$ cat config.mk
export PLATFORM = sky130hd
export DESIGN_NAME = reg_master
export DESIGN_NICKNAME = d
export VERILOG_FILES = /design/src/rtl/reg_master.sv
export SDC_FILE = /design/constraint.sdc
export NUM_CORES = 1
export LEC_CHECK = 0
export CAP_MARGIN = 20
export CORE_ASPECT_RATIO = 1.4
export CORE_MARGIN = 5
export CORE_UTILIZATION = 25
export DETAILED_ROUTE_END_ITERATION = 8
export PLACE_DENSITY = 0.61
export SYNTH_ARGS = -nofsm -noshare
export SYNTH_HDL_FRONTEND = slang
export SYNTH_SLANG_ARGS = --single-unit
$ cat constraint.sdc
create_clock -name clk -period 4.4 [get_ports clk]
set_clock_uncertainty 0.2 [all_clocks]
set_input_delay 0.88 -clock clk [delete_from_list [all_inputs] [get_ports clk]]
set_output_delay 0.88 -clock clk [all_outputs]
set_load 0.01 [all_outputs]
$ cat src/rtl/reg_master.sv
// -----------------------------------------------------------------------------
// reg_master
//
// Register-bus initiator. Accepts one command at a time on a valid/ready
// command port, runs a single sel/wr/addr/wdata transaction on the register
// bus while honouring the responder's ready, then returns the outcome on a
// valid/ready response port. Only one transaction is ever outstanding.
//
// Parameters
//   ADDR_WIDTH : register address width
//   DATA_WIDTH : register data width
//   TIMEOUT    : maximum cycles sel is held waiting for ready (>= 1); only
//                used when REG_MASTER_TIMEOUT_EN is defined
//
// Configuration macro
//   REG_MASTER_TIMEOUT_EN : when defined, a stalled transfer is aborted after
//                           TIMEOUT cycles of sel and answered with rsp_err=1.
//                           When undefined, REQ waits forever and rsp_err
//                           stays 0.
//
// Ports
//   clk, rstn                            clock, async active-low reset
//   cmd_valid/cmd_ready                  command handshake
//   cmd_wr, cmd_addr, cmd_wdata          command payload
//   sel, wr, addr, wdata                 register bus request (registered)
//   rdata, ready                         register bus response from responder
//   rsp_valid/rsp_ready                  response handshake
//   rsp_wr, rsp_rdata, rsp_err           response payload (registered)
// -----------------------------------------------------------------------------
module reg_master #(
  parameter int ADDR_WIDTH = 8,
  parameter int DATA_WIDTH = 16,
  parameter int TIMEOUT    = 16
) (
  input  logic                  clk,
  input  logic                  rstn,
  // command port
  input  logic                  cmd_valid,
  output logic                  cmd_ready,
  input  logic                  cmd_wr,
  input  logic [ADDR_WIDTH-1:0] cmd_addr,
  input  logic [DATA_WIDTH-1:0] cmd_wdata,
  // register bus
  output logic                  sel,
  output logic                  wr,
  output logic [ADDR_WIDTH-1:0] addr,
  output logic [DATA_WIDTH-1:0] wdata,
  input  logic [DATA_WIDTH-1:0] rdata,
  input  logic                  ready,
  // response port
  output logic                  rsp_valid,
  input  logic                  rsp_ready,
  output logic                  rsp_wr,
  output logic [DATA_WIDTH-1:0] rsp_rdata,
  output logic                  rsp_err
);

  if (TIMEOUT < 1) begin : g_bad_timeout
    $error("reg_master: TIMEOUT must be at least 1");
  end

  typedef enum logic [1:0] {
    S_IDLE,
    S_REQ,
    S_RDWAIT,
    S_RESP
  } state_e;

  state_e                  state_q, state_d;
  logic                    sel_q, sel_d;
  logic                    wr_q, wr_d;
  logic [ADDR_WIDTH-1:0]   addr_q, addr_d;
  logic [DATA_WIDTH-1:0]   wdata_q, wdata_d;
  logic                    rsp_valid_q, rsp_valid_d;
  logic                    rsp_wr_q, rsp_wr_d;
  logic [DATA_WIDTH-1:0]   rsp_rdata_q, rsp_rdata_d;
  logic                    rsp_err_q, rsp_err_d;

`ifdef REG_MASTER_TIMEOUT_EN
  // Counter only has to reach TIMEOUT-1; keep at least one bit for TIMEOUT=1.
  localparam int CNT_W = (TIMEOUT > 1) ? $clog2(TIMEOUT) : 1;
  localparam logic [CNT_W-1:0] CNT_MAX = CNT_W'(TIMEOUT - 1);

  logic [CNT_W-1:0] cnt_q, cnt_d;
`endif

  // ---------------------------------------------------------------------------
  // Next-state and output computation
  // ---------------------------------------------------------------------------
  always_comb begin
    // NOTE: every signal gets its hold value first so no path through the
    // case statement leaves one unassigned, which would infer a latch.
    state_d     = state_q;
    sel_d       = sel_q;
    wr_d        = wr_q;
    addr_d      = addr_q;
    wdata_d     = wdata_q;
    rsp_valid_d = rsp_valid_q;
    rsp_wr_d    = rsp_wr_q;
    rsp_rdata_d = rsp_rdata_q;
    rsp_err_d   = rsp_err_q;
`ifdef REG_MASTER_TIMEOUT_EN
    cnt_d       = cnt_q;
`endif

    unique case (state_q)
      S_IDLE: begin
        if (cmd_valid) begin
          sel_d   = 1'b1;
          wr_d    = cmd_wr;
          addr_d  = cmd_addr;
          wdata_d = cmd_wdata;
          state_d = S_REQ;
`ifdef REG_MASTER_TIMEOUT_EN
          cnt_d   = '0;
`endif
        end
      end

      S_REQ: begin
        if (ready) begin
          // Transfer happens on this edge; addr/wdata intentionally keep
          // their values, only the strobes drop.
          sel_d     = 1'b0;
          wr_d      = 1'b0;
          rsp_wr_d  = wr_q;
          rsp_err_d = 1'b0;
          if (wr_q) begin
            rsp_rdata_d = '0;
            rsp_valid_d = 1'b1;
            state_d     = S_RESP;
          end else begin
            // Responder registers rdata, so it is only usable next cycle.
            state_d = S_RDWAIT;
          end
        end
`ifdef REG_MASTER_TIMEOUT_EN
        else if (cnt_q == CNT_MAX) begin
          sel_d       = 1'b0;
          wr_d        = 1'b0;
          rsp_wr_d    = wr_q;
          rsp_err_d   = 1'b1;
          rsp_rdata_d = '0;
          rsp_valid_d = 1'b1;
          state_d     = S_RESP;
        end else begin
          cnt_d = cnt_q + 1'b1;
        end
`endif
      end

      S_RDWAIT: begin
        rsp_rdata_d = rdata;
        rsp_err_d   = 1'b0;
        rsp_valid_d = 1'b1;
        state_d     = S_RESP;
      end

      S_RESP: begin
        if (rsp_ready) begin
          rsp_valid_d = 1'b0;
          state_d     = S_IDLE;
        end
      end

      default: state_d = S_IDLE;
    endcase
  end

  // ---------------------------------------------------------------------------
  // State registers
  // ---------------------------------------------------------------------------
  // NOTE: sequential state uses non-blocking assignments so every flop samples
  // the pre-edge values regardless of statement order.
  always_ff @(posedge clk or negedge rstn) begin
    if (!rstn) begin
      state_q     <= S_IDLE;
      sel_q       <= 1'b0;
      wr_q        <= 1'b0;
      addr_q      <= '0;
      wdata_q     <= '0;
      rsp_valid_q <= 1'b0;
      rsp_wr_q    <= 1'b0;
      rsp_rdata_q <= '0;
      rsp_err_q   <= 1'b0;
    end else begin
      state_q     <= state_d;
      sel_q       <= sel_d;
      wr_q        <= wr_d;
      addr_q      <= addr_d;
      wdata_q     <= wdata_d;
      rsp_valid_q <= rsp_valid_d;
      rsp_wr_q    <= rsp_wr_d;
      rsp_rdata_q <= rsp_rdata_d;
      rsp_err_q   <= rsp_err_d;
    end
  end

`ifdef REG_MASTER_TIMEOUT_EN
  always_ff @(posedge clk or negedge rstn) begin
    if (!rstn) begin
      cnt_q <= '0;
    end else begin
      cnt_q <= cnt_d;
    end
  end
`endif

  // ---------------------------------------------------------------------------
  // Outputs
  // ---------------------------------------------------------------------------
  assign cmd_ready = (state_q == S_IDLE);
  assign sel       = sel_q;
  assign wr        = wr_q;
  assign addr      = addr_q;
  assign wdata     = wdata_q;
  assign rsp_valid = rsp_valid_q;
  assign rsp_wr    = rsp_wr_q;
  assign rsp_rdata = rsp_rdata_q;
  assign rsp_err   = rsp_err_q;

endmodule
==> run metrics, run 1 <==
status complete, no violations; first-iteration detailed-routing DRC count 11; Finished Layout Cells 320; FF+latch area 0.001151 mm2; vias 1380; Final WS setup 1.509 ns; routed len/inst 14.37 um; clock latency on the worst-skew pair 0.30 ns; r2r setup slk 2.14 ns; Setup Viol. Count Final 0; Final Max Tran Viols 0; Post-synth ARST share 100.0%; critical path startpoint category flop; largest net degree at the start of global routing 47; compound-gate portion of the synthesized area 10.97%; DRC 0; Die Area 0.009543 mm2; TritonCTS Buffers 5; clock sinks 46; post-synthesis sequential area ratio 60.05%; Simple-Gate Fraction of Synth Area 5.222%; Setup TNS 0 ns; leading cell type in the layout, fill and taps excluded clkdlybuf4s50_1; YS warnings 0; DR vias/cell 4.313; GP Congestion 0.6964; CTS H-tree depth 2; Gate Count Post-Synth 130; Final Cycle Share 65.71%; post-CTS setup buffer count 0; top cells by area, synth dfrtp_1, mux2_2, a22o_1; drt first pass iters 4; DRT Wirelength 4598 um; mux share of post-synthesis cell area 16.58%; Max FO, Critical Path 8; dpl hpwl 3380 um; max cap viols 0; row count 37; unrepaired setup endpoints after global routing false; slew at the pin closest to its max-slew limit 1.000 ns; slowest CP cell clkdlybuf4s50_1; Total GRT Usage 9.506%; aggregate global routing overflow 0; main flop type after synthesis dfrtp_1; crit path capture type output port; Min-Delay Path Class primary input to async pin; main combinational cell family by area after synthesis multiplexers; synth-to-layout area growth 56.33%; Synth Cell Area 0.001917 mm2; share of layout cells above drive strength 1 17.94%; clock-pin transition on the worst setup and hold timing paths 0.09 ns; Starting Density 25.88%; commonest cells after routing, fill and taps aside clkdlybuf4s50_1, dfrtp_1, mux2_2; distinct cell type count after synthesis 27; Multi-input gate area 706.9 um2; leak pwr 1.258 nW; required time of the critical path 3.32 ns; global-route wire length before repair 7300 um; Fin Hold WS 0.2224 ns; boundary pin count 92; Longest Clk Path Bufs 2; Fmax 345.9 MHz; VDD IR max 241.5 uV; die height 113.6 um; CP Data Arrival Time 1.81 ns; CP peak stage delay 0.59 ns; CTS tree built; final hold violation count 0; CP Cell Sequence inv_1, ha_1, clkdlybuf4s50_1; syn avg cell area 14.74 um2; DP Worst Slack 1.504 ns; root buffer cell clkbuf_8; Slew HR 33.15%; cts hold-fix bufs 0; Layout fillers 715; Core ar. 0.007407 mm2; post-synthesis register bit count 46; vias in the first global route 1463; reg-to-reg startpoint state_q[0]; Buffers on Ports 90; post-synthesis xor/xnor area fraction 0%; Post-Syn Nets 182; Post-DRT Antenna Nets 0; placed cell count 311; share of the synthesized area in the top cell type 60.05%; Final nets 274; crit path kind flop to output port; antenna cells 0; Resized cells post-CTS 0; initial antenna violation count 0; PwrDens 685.2 mW/mm2; Die X 84.01 um; post-synth top area cell dfrtp_1; min Tclk post-route 2.891 ns; R2R cell count 4; Finished Core Util 40.46%; Critical R2R Capture wdata[5]; number of synthesized flops with an enable pin 0; Adder-Cell Fraction of Synth Area 3.916%
[worst max-delay path, delay by kind of cell, from the launching register on]
family     cells  cell delay [ns]
fa+ha+maj      1             0.33
buf+inv        2             0.74
flops          1             0.44
[worst max path at each step]
stage                     cells past startpoint        from        end
after global routing                          3  state_q[0]  cmd_ready
after floorplan                               3   cmd_valid    addr[0]
final                                         3  state_q[0]  cmd_ready
after CTS                                     3  state_q[0]  cmd_ready
after detailed placement                      3   cmd_valid   wdata[5]
after global placement                        3   cmd_valid   wdata[0]
[cell type report]
class / count / area share (%)
Sequential cell: 46 / 38.41
Timing Repair Buffer: 91 / 30.56
Multi-Input combinational cell: 76 / 23.59
Tap cell: 97 / 4.050
Clock buffer: 5 / 2.296
Clock inverter: 3 / 0.8351
Inverter: 2 / 0.2505
[kinds of logic after synthesis]
group,after synthesis
flip-flops,46
AND/OR/NAND/NOR,14
other,1
AO/OA/AOI/OAI,27
multiplexers,28
adder cells (fa/ha/maj),6
buffers and inverters,8
[cells in the mapped netlist (all sizes together), types with 2 or more instances]
cell type,number
ha,6
dfrtp,46
nand2b,5
o31ai,2
inv,2
and3,2
mux2,27
nor2b,3
a22o,16
o21ai,4
buf,6
nand2,3
[flip-flops by register name (all words and copies together), names as in the netlist]
name	count
wdata	16
addr	8
rsp_wr	1
sel	1
rsp_valid	1
rsp_rdata	16
wr	1
state_q	2
[stage by stage]
step / instance area [um2] / total power (W)
after global placement: 2883 / 0.001802
after floorplan: 1917 / 0.001297
final: 2997 / 0.002053
after CTS: 2977 / 0.002095
after detailed placement: 2883 / 0.001812
after global routing: 2997 / 0.002194
[power breakdown]
| part | internal (W) | switching [W] |
|---|---|---|
| clock | 0.000115 | 0.000153 |
| sequential | 0.000629 | 0.000111 |
| combinational | 0.000635 | 0.000410 |
| total | 0.00138 | 0.000675 |
[metal layers]
layer | track usage, % | wire, um
met1 | 11.00 | 1965
met2 | 16.41 | 2283
met3 | 3.251 | 306
met4 | 3.219 | 42
met5 | 0 | 0
(Power assumes the default switching activity.)
==> inputs of run 2 (changes only) <==
--- a/config.mk
+++ b/config.mk
@@ -10,7 +10,7 @@
 export CORE_MARGIN = 5
 export CORE_UTILIZATION = 25
 export DETAILED_ROUTE_END_ITERATION = 8
-export PLACE_DENSITY = 0.61
+export PLACE_DENSITY = 0.63
 export SYNTH_ARGS = -nofsm -noshare
 export SYNTH_HDL_FRONTEND = slang
 export SYNTH_SLANG_ARGS = --single-unit
==> constraint.sdc (replaced) <==
create_clock -name clk -period 2.4 [get_ports clk]
set_clock_uncertainty 0.2 [all_clocks]
set_input_delay 0.48 -clock clk [delete_from_list [all_inputs] [get_ports clk]]
set_output_delay 0.48 -clock clk [all_outputs]
set_load 0.01 [all_outputs]
==> run 2 against run 1 <==
Combinational power increased by 89%. Cell count increased by 0.63%. Critical path depth unchanged. Critical path type unchanged. Highest routed layer unchanged.
==> run metrics, run 2 (synthesized netlist as in run 1, its figures left out) <==
status complete, no violations (unchanged); first-iteration detailed-routing DRC count 46 (was 11); Starting Density 25.88% (unchanged); leak pwr 1.275 nW (was 1.258 nW); critical path startpoint category flop (unchanged); Buffers on Ports 90 (unchanged); Slew HR 65.59% (was 33.15%); crit path kind flop to output port (unchanged); post-CTS setup buffer count 0 (unchanged); DRT Wirelength 4748 um (was 4598 um); TritonCTS Buffers 5 (unchanged); CTS H-tree depth 2 (unchanged); Min-Delay Path Class flop to flop (was primary input to async pin); Max FO, Critical Path 8 (unchanged); Final Cycle Share 96.20%; aggregate global routing overflow 0 (unchanged); commonest cells after routing, fill and taps aside clkdlybuf4s50_1, dfrtp_1, mux2_2 (unchanged); row count 37 (unchanged); clock sinks 46 (unchanged); vias in the first global route 1585 (was 1463); Longest Clk Path Bufs 2 (unchanged); DRC 0 (unchanged); clock latency on the worst-skew pair 0.29 ns (was 0.30 ns); Die X 84.01 um (unchanged); crit path capture type output port (unchanged); DR top layer met4 (unchanged); vias 1415 (was 1380); synth-to-layout area growth 58.42% (was 56.33%); share of layout cells above drive strength 1 18.67% (was 17.94%); DR vias/cell 4.394 (was 4.313); final hold violation count 0 (unchanged); boundary pin count 92 (unchanged); required time of the critical path 1.72 ns (was 3.32 ns); Final nets 276 (was 274); Fmax 433.1 MHz; drt first pass iters 3 (was 4); CP Cell Sequence inv_1, ha_4, clkdlybuf4s50_1 (was inv_1, ha_1, clkdlybuf4s50_1); Total GRT Usage 10.38% (was 9.506%); VDD IR max 491.8 uV (was 241.5 uV); die height 113.6 um (unchanged); leading cell type in the layout, fill and taps excluded clkdlybuf4s50_1 (unchanged); CTS tree built (unchanged); initial antenna violation count 0 (unchanged); WL met2 2467 um (was 2283 um); DR WL met3 312 um (was 306 um); routed len/inst 14.75 um (was 14.37 um); unrepaired setup endpoints after global routing false (unchanged); Setup TNS 0 ns (unchanged); global-route wire length before repair 8004 um (was 7300 um); Post-DRT Antenna Nets 0 (unchanged); DRT met1 WL 1858 um (was 1965 um); Die Area 0.009543 mm2 (unchanged); largest net degree at the start of global routing 27 (was 47); CP Data Arrival Time 1.63 ns (was 1.81 ns); dpl hpwl 3589 um (was 3380 um); PwrDens 1258 mW/mm2 (was 685.2 mW/mm2); Final Max Tran Viols 0 (unchanged); clock-pin transition on the worst setup and hold timing paths 0.08 ns (was 0.09 ns); root buffer cell clkbuf_8 (unchanged); Setup Viol. Count Final 0 (unchanged); CP peak stage delay 0.54 ns (was 0.59 ns); GP Congestion 0.7549 (was 0.6964); slowest CP cell clkdlybuf4s50_1 (unchanged); min Tclk post-route 2.309 ns; Finished Core Util 41.00% (was 40.46%); slew at the pin closest to its max-slew limit 0.5162 ns (was 1.000 ns); antenna cells 0 (unchanged); Core ar. 0.007407 mm2 (unchanged); max cap viols 0 (unchanged)
-- run 2: cell type report --
| class | instances | area, um2 |
|---|---|---|
| Clock buffer | 7 | 86.33 |
| Clock inverter | 1 | 5.005 |
| Fill cell | 740 | 4370 |
| Inverter | 2 | 7.507 |
| Multi-Input combinational cell | 76 | 719.4 |
| Sequential cell | 46 | 1151 |
| Tap cell | 97 | 121.4 |
| Timing Repair Buffer | 93 | 945.9 |
-- run 2: final timing paths --
| path | cells past startpoint | from | end | slack (ns) |
|---|---|---|---|---|
| min in group asynchronous | 2 | rstn | rsp_valid | 0.49 |
| worst max register to register | 5 | state_q[1] | rsp_rdata[2] | 0.54 |
| worst min register to register | 1 | rsp_rdata[4] | rsp_rdata[4] | 0.31 |
| max in group asynchronous | 3 | rstn | addr[3] | 0.99 |
| worst min-delay path | 1 | rsp_rdata[4] | rsp_rdata[4] | 0.31 |
| worst max-delay path | 3 | state_q[1] | cmd_ready | 0.09 |
-- run 2: report_power, final --
group / internal, W / switching [W]
combinational: 0.00119 / 0.000782
sequential: 0.00115 / 0.000203
clock: 0.000233 / 0.000256
-- run 2: worst max-delay path: cells and delay by family, from the launching register on --
| family | cells | cell delay (ns) |
|---|---|---|
| DFF | 1 | 0.43 |
| buffers and inverters | 2 | 0.71 |
| adders and majority gates | 1 | 0.20 |
-- run 2: repair_timing --
action                                  4_1_cts  5_1_grt
endpoints found under the hold margin        20        0
hold buffers                                  1        0
resized for setup                             2        1
endpoints found under the setup margin        1        1
-- run 2: per-stage QoR --
step	hold slack, ns	power [W]	std cells	cell area (um2)	setup WS (ns)
after floorplan	-0.01559	0.002377	130	1917	0.6595
after global placement	0.2862	0.003319	313	2923	0.3234
after detailed placement	0.2906	0.003357	313	2923	0.2645
after CTS	0.3119	0.003887	322	3037	0.04916
after global routing	0.3254	0.004103	322	3037	0.02103
final	0.3075	0.003819	322	3037	0.09113
-- run 2: layer usage --
layer  vias to the layer above  global-route usage [%]
met5                         -                       0
met4                         0                   4.828
met3                         7                   2.890
met2                        57                   18.80
met1                       698                   11.11
li1                        653                       -
==> inputs of run 3 (changes only) <==
--- a/config.mk
+++ b/config.mk
@@ -8,9 +8,9 @@
 export CAP_MARGIN = 20
 export CORE_ASPECT_RATIO = 1.4
 export CORE_MARGIN = 5
-export CORE_UTILIZATION = 25
+export CORE_UTILIZATION = 36
 export DETAILED_ROUTE_END_ITERATION = 8
-export PLACE_DENSITY = 0.63
+export PLACE_DENSITY = 0.82
 export SYNTH_ARGS = -nofsm -noshare
 export SYNTH_HDL_FRONTEND = slang
 export SYNTH_SLANG_ARGS = --single-unit
==> run 3 against run 2 <==
Core utilization is 17 points higher. Worst setup slack improved by 0.039 ns. Non-clock buffer count unchanged. Sequential share of layout area increased by 0.44 points. Largest cell class unchanged. Largest power group unchanged.
==> run metrics, run 3 (synthesized netlist as in run 1, its figures left out) <==
initial antenna violation count 0 (unchanged); GP Congestion 0.8187 (was 0.7549); CP Data Arrival Time 1.59 ns (was 1.63 ns); slew at the pin closest to its max-slew limit 0.5192 ns (was 0.5162 ns); crit path kind flop to output port (unchanged); Longest Clk Path Bufs 2 (unchanged); PwrDens 1263 mW/mm2 (was 1258 mW/mm2); critical path startpoint category flop (unchanged); Finished Layout Cells 291 (was 322); Die X 71.67 um (was 84.01 um); first-iteration detailed-routing DRC count 47 (was 46); synth-to-layout area growth 56.59% (was 58.42%); Setup TNS 0 ns (unchanged); Fmax 440.6 MHz (was 433.1 MHz); boundary pin count 92 (unchanged); Final nets 276 (unchanged); CTS H-tree depth 2 (unchanged); Total Power 0.003792 W (was 0.003819 W); leak pwr 1.273 nW (was 1.275 nW); Multi-input gate area 719.4 um2 (unchanged); Max FO, Critical Path 8 (unchanged); drt first pass iters 3 (unchanged); routed len/inst 14.96 um (was 14.75 um); Die Area 0.006905 mm2 (was 0.009543 mm2); CP peak stage delay 0.54 ns (about the same); Layout fillers 429 (was 740); row count 31 (was 37); min Tclk post-route 2.270 ns (was 2.309 ns); FF+latch area 0.001151 mm2 (unchanged); status complete, no violations (unchanged); Buffers on Ports 90 (unchanged); Setup Viol. Count Final 0 (unchanged); CP Cell Sequence inv_2, ha_4, clkdlybuf4s50_1 (was inv_1, ha_4, clkdlybuf4s50_1); placed cell count 282 (was 313); slowest CP cell clkdlybuf4s50_1 (unchanged); Slew HR 65.39% (was 65.59%); leading cell type in the layout, fill and taps excluded clkdlybuf4s50_1 (unchanged); dpl hpwl 3332 um (was 3589 um); Post-DRT Antenna Nets 0 (unchanged); global-route wire length before repair 6768 um (was 8004 um); Min-Delay Path Class flop to flop (unchanged); TritonCTS Buffers 5 (unchanged); commonest cells after routing, fill and taps aside clkdlybuf4s50_1, dfrtp_1, mux2_2 (unchanged); final hold violation count 0 (unchanged); largest net degree at the start of global routing 27 (unchanged); Starting Density 37.16% (was 25.88%); max cap viols 0 (unchanged); root buffer cell clkbuf_8 (unchanged); required time of the critical path 1.72 ns (about the same); Total GRT Usage 12.60% (was 10.38%); aggregate global routing overflow 0 (unchanged); crit path capture type output port (unchanged); share of layout cells above drive strength 1 19.56% (was 18.67%); Core ar. 0.005159 mm2 (was 0.007407 mm2); VDD IR max 641.4 uV (was 491.8 uV); CTS tree built (unchanged); clock-pin transition on the worst setup and hold timing paths 0.08 ns (about the same); vias in the first global route 1425 (was 1585); DP Area 0.002884 mm2 (was 0.002923 mm2); DRC 0 (unchanged); die height 96.34 um (was 113.6 um); antenna cells 0 (unchanged); fin area 0.003002 mm2 (was 0.003037 mm2); clock sinks 46 (unchanged); unrepaired setup endpoints after global routing false (unchanged); Final Max Tran Viols 0 (unchanged); Final Cycle Share 94.57% (was 96.20%); DR vias/cell 4.814 (was 4.394); DRT Wirelength 4354 um (was 4748 um); clock latency on the worst-skew pair 0.29 ns (about the same); vias 1401 (was 1415); r2r setup slk 0.64 ns (was 0.54 ns)
==> run 3: cell types whose count changed in the layout (fill, tap and decap cells not counted), sizes merged <==
cell,before,now
clkinvlp,0,1
clkbuf,7,6
==> run 3: final timing paths <==
kind,startpoint,endpoint,cells past startpoint
worst min register to register,wdata[10],wdata[10],1
worst max-delay path,state_q[0],cmd_ready,3
max in group asynchronous,rstn,wdata[1],3
worst max register to register,state_q[1],rsp_rdata[3],5
min in group asynchronous,rstn,rsp_rdata[14],2
worst min-delay path,wdata[10],wdata[10],1
==> run 3: report_power, final <==
| group | internal [W] | switching, W |
|---|---|---|
| Sequential | 0.00115 | 0.000203 |
| Clock | 0.000231 | 0.000251 |
| Combinational | 0.00119 | 0.000763 |
| Total | 0.00258 | 0.00122 |
==> run 3: repair_timing <==
action,in CTS,in global routing
buffers inserted,0,0
hold buffers,1,0
cloned,0,0
resized for setup,2,2
endpoints found under the hold margin,20,0
setup endpoints to repair,1,1
==> run 3: layer usage <==
metal | routed length (um) | global-route usage, %
met3 | 383 | 4.493
met4 | 61 | 5.016
met2 | 2170 | 21.17
met5 | 0 | 0
met1 | 1739 | 14.61
==> run 3: final cells by class <==
type | instances | share of cell area, %
tap | 66 | 2.751
clock buffer | 6 | 2.751
inverter | 2 | 0.2501
multi-input combinational | 76 | 23.97
timing repair buffer | 93 | 31.51
clock inverter | 2 | 0.4168
sequential | 46 | 38.35
==> run 3: critical path, delay by kind of cell (launching register included) <==
kind	cells	cell delay, ns
buffers and inverters	2	0.67
flip-flops	1	0.44
adder cells (fa/ha/maj)	1	0.18
==> run 3: per-stage QoR <==
step / hold WS (ns) / setup slack (ns) / utilization [%]
after floorplan: -0.01559 / 0.6595 / -
after global placement: 0.2817 / 0.3220 / 55.91
after detailed placement: 0.2851 / 0.2719 / 55.91
after CTS: 0.3118 / 0.05346 / 58.19
after global routing: 0.3156 / 0.04970 / 58.19
final: 0.3077 / 0.1304 / 58.19
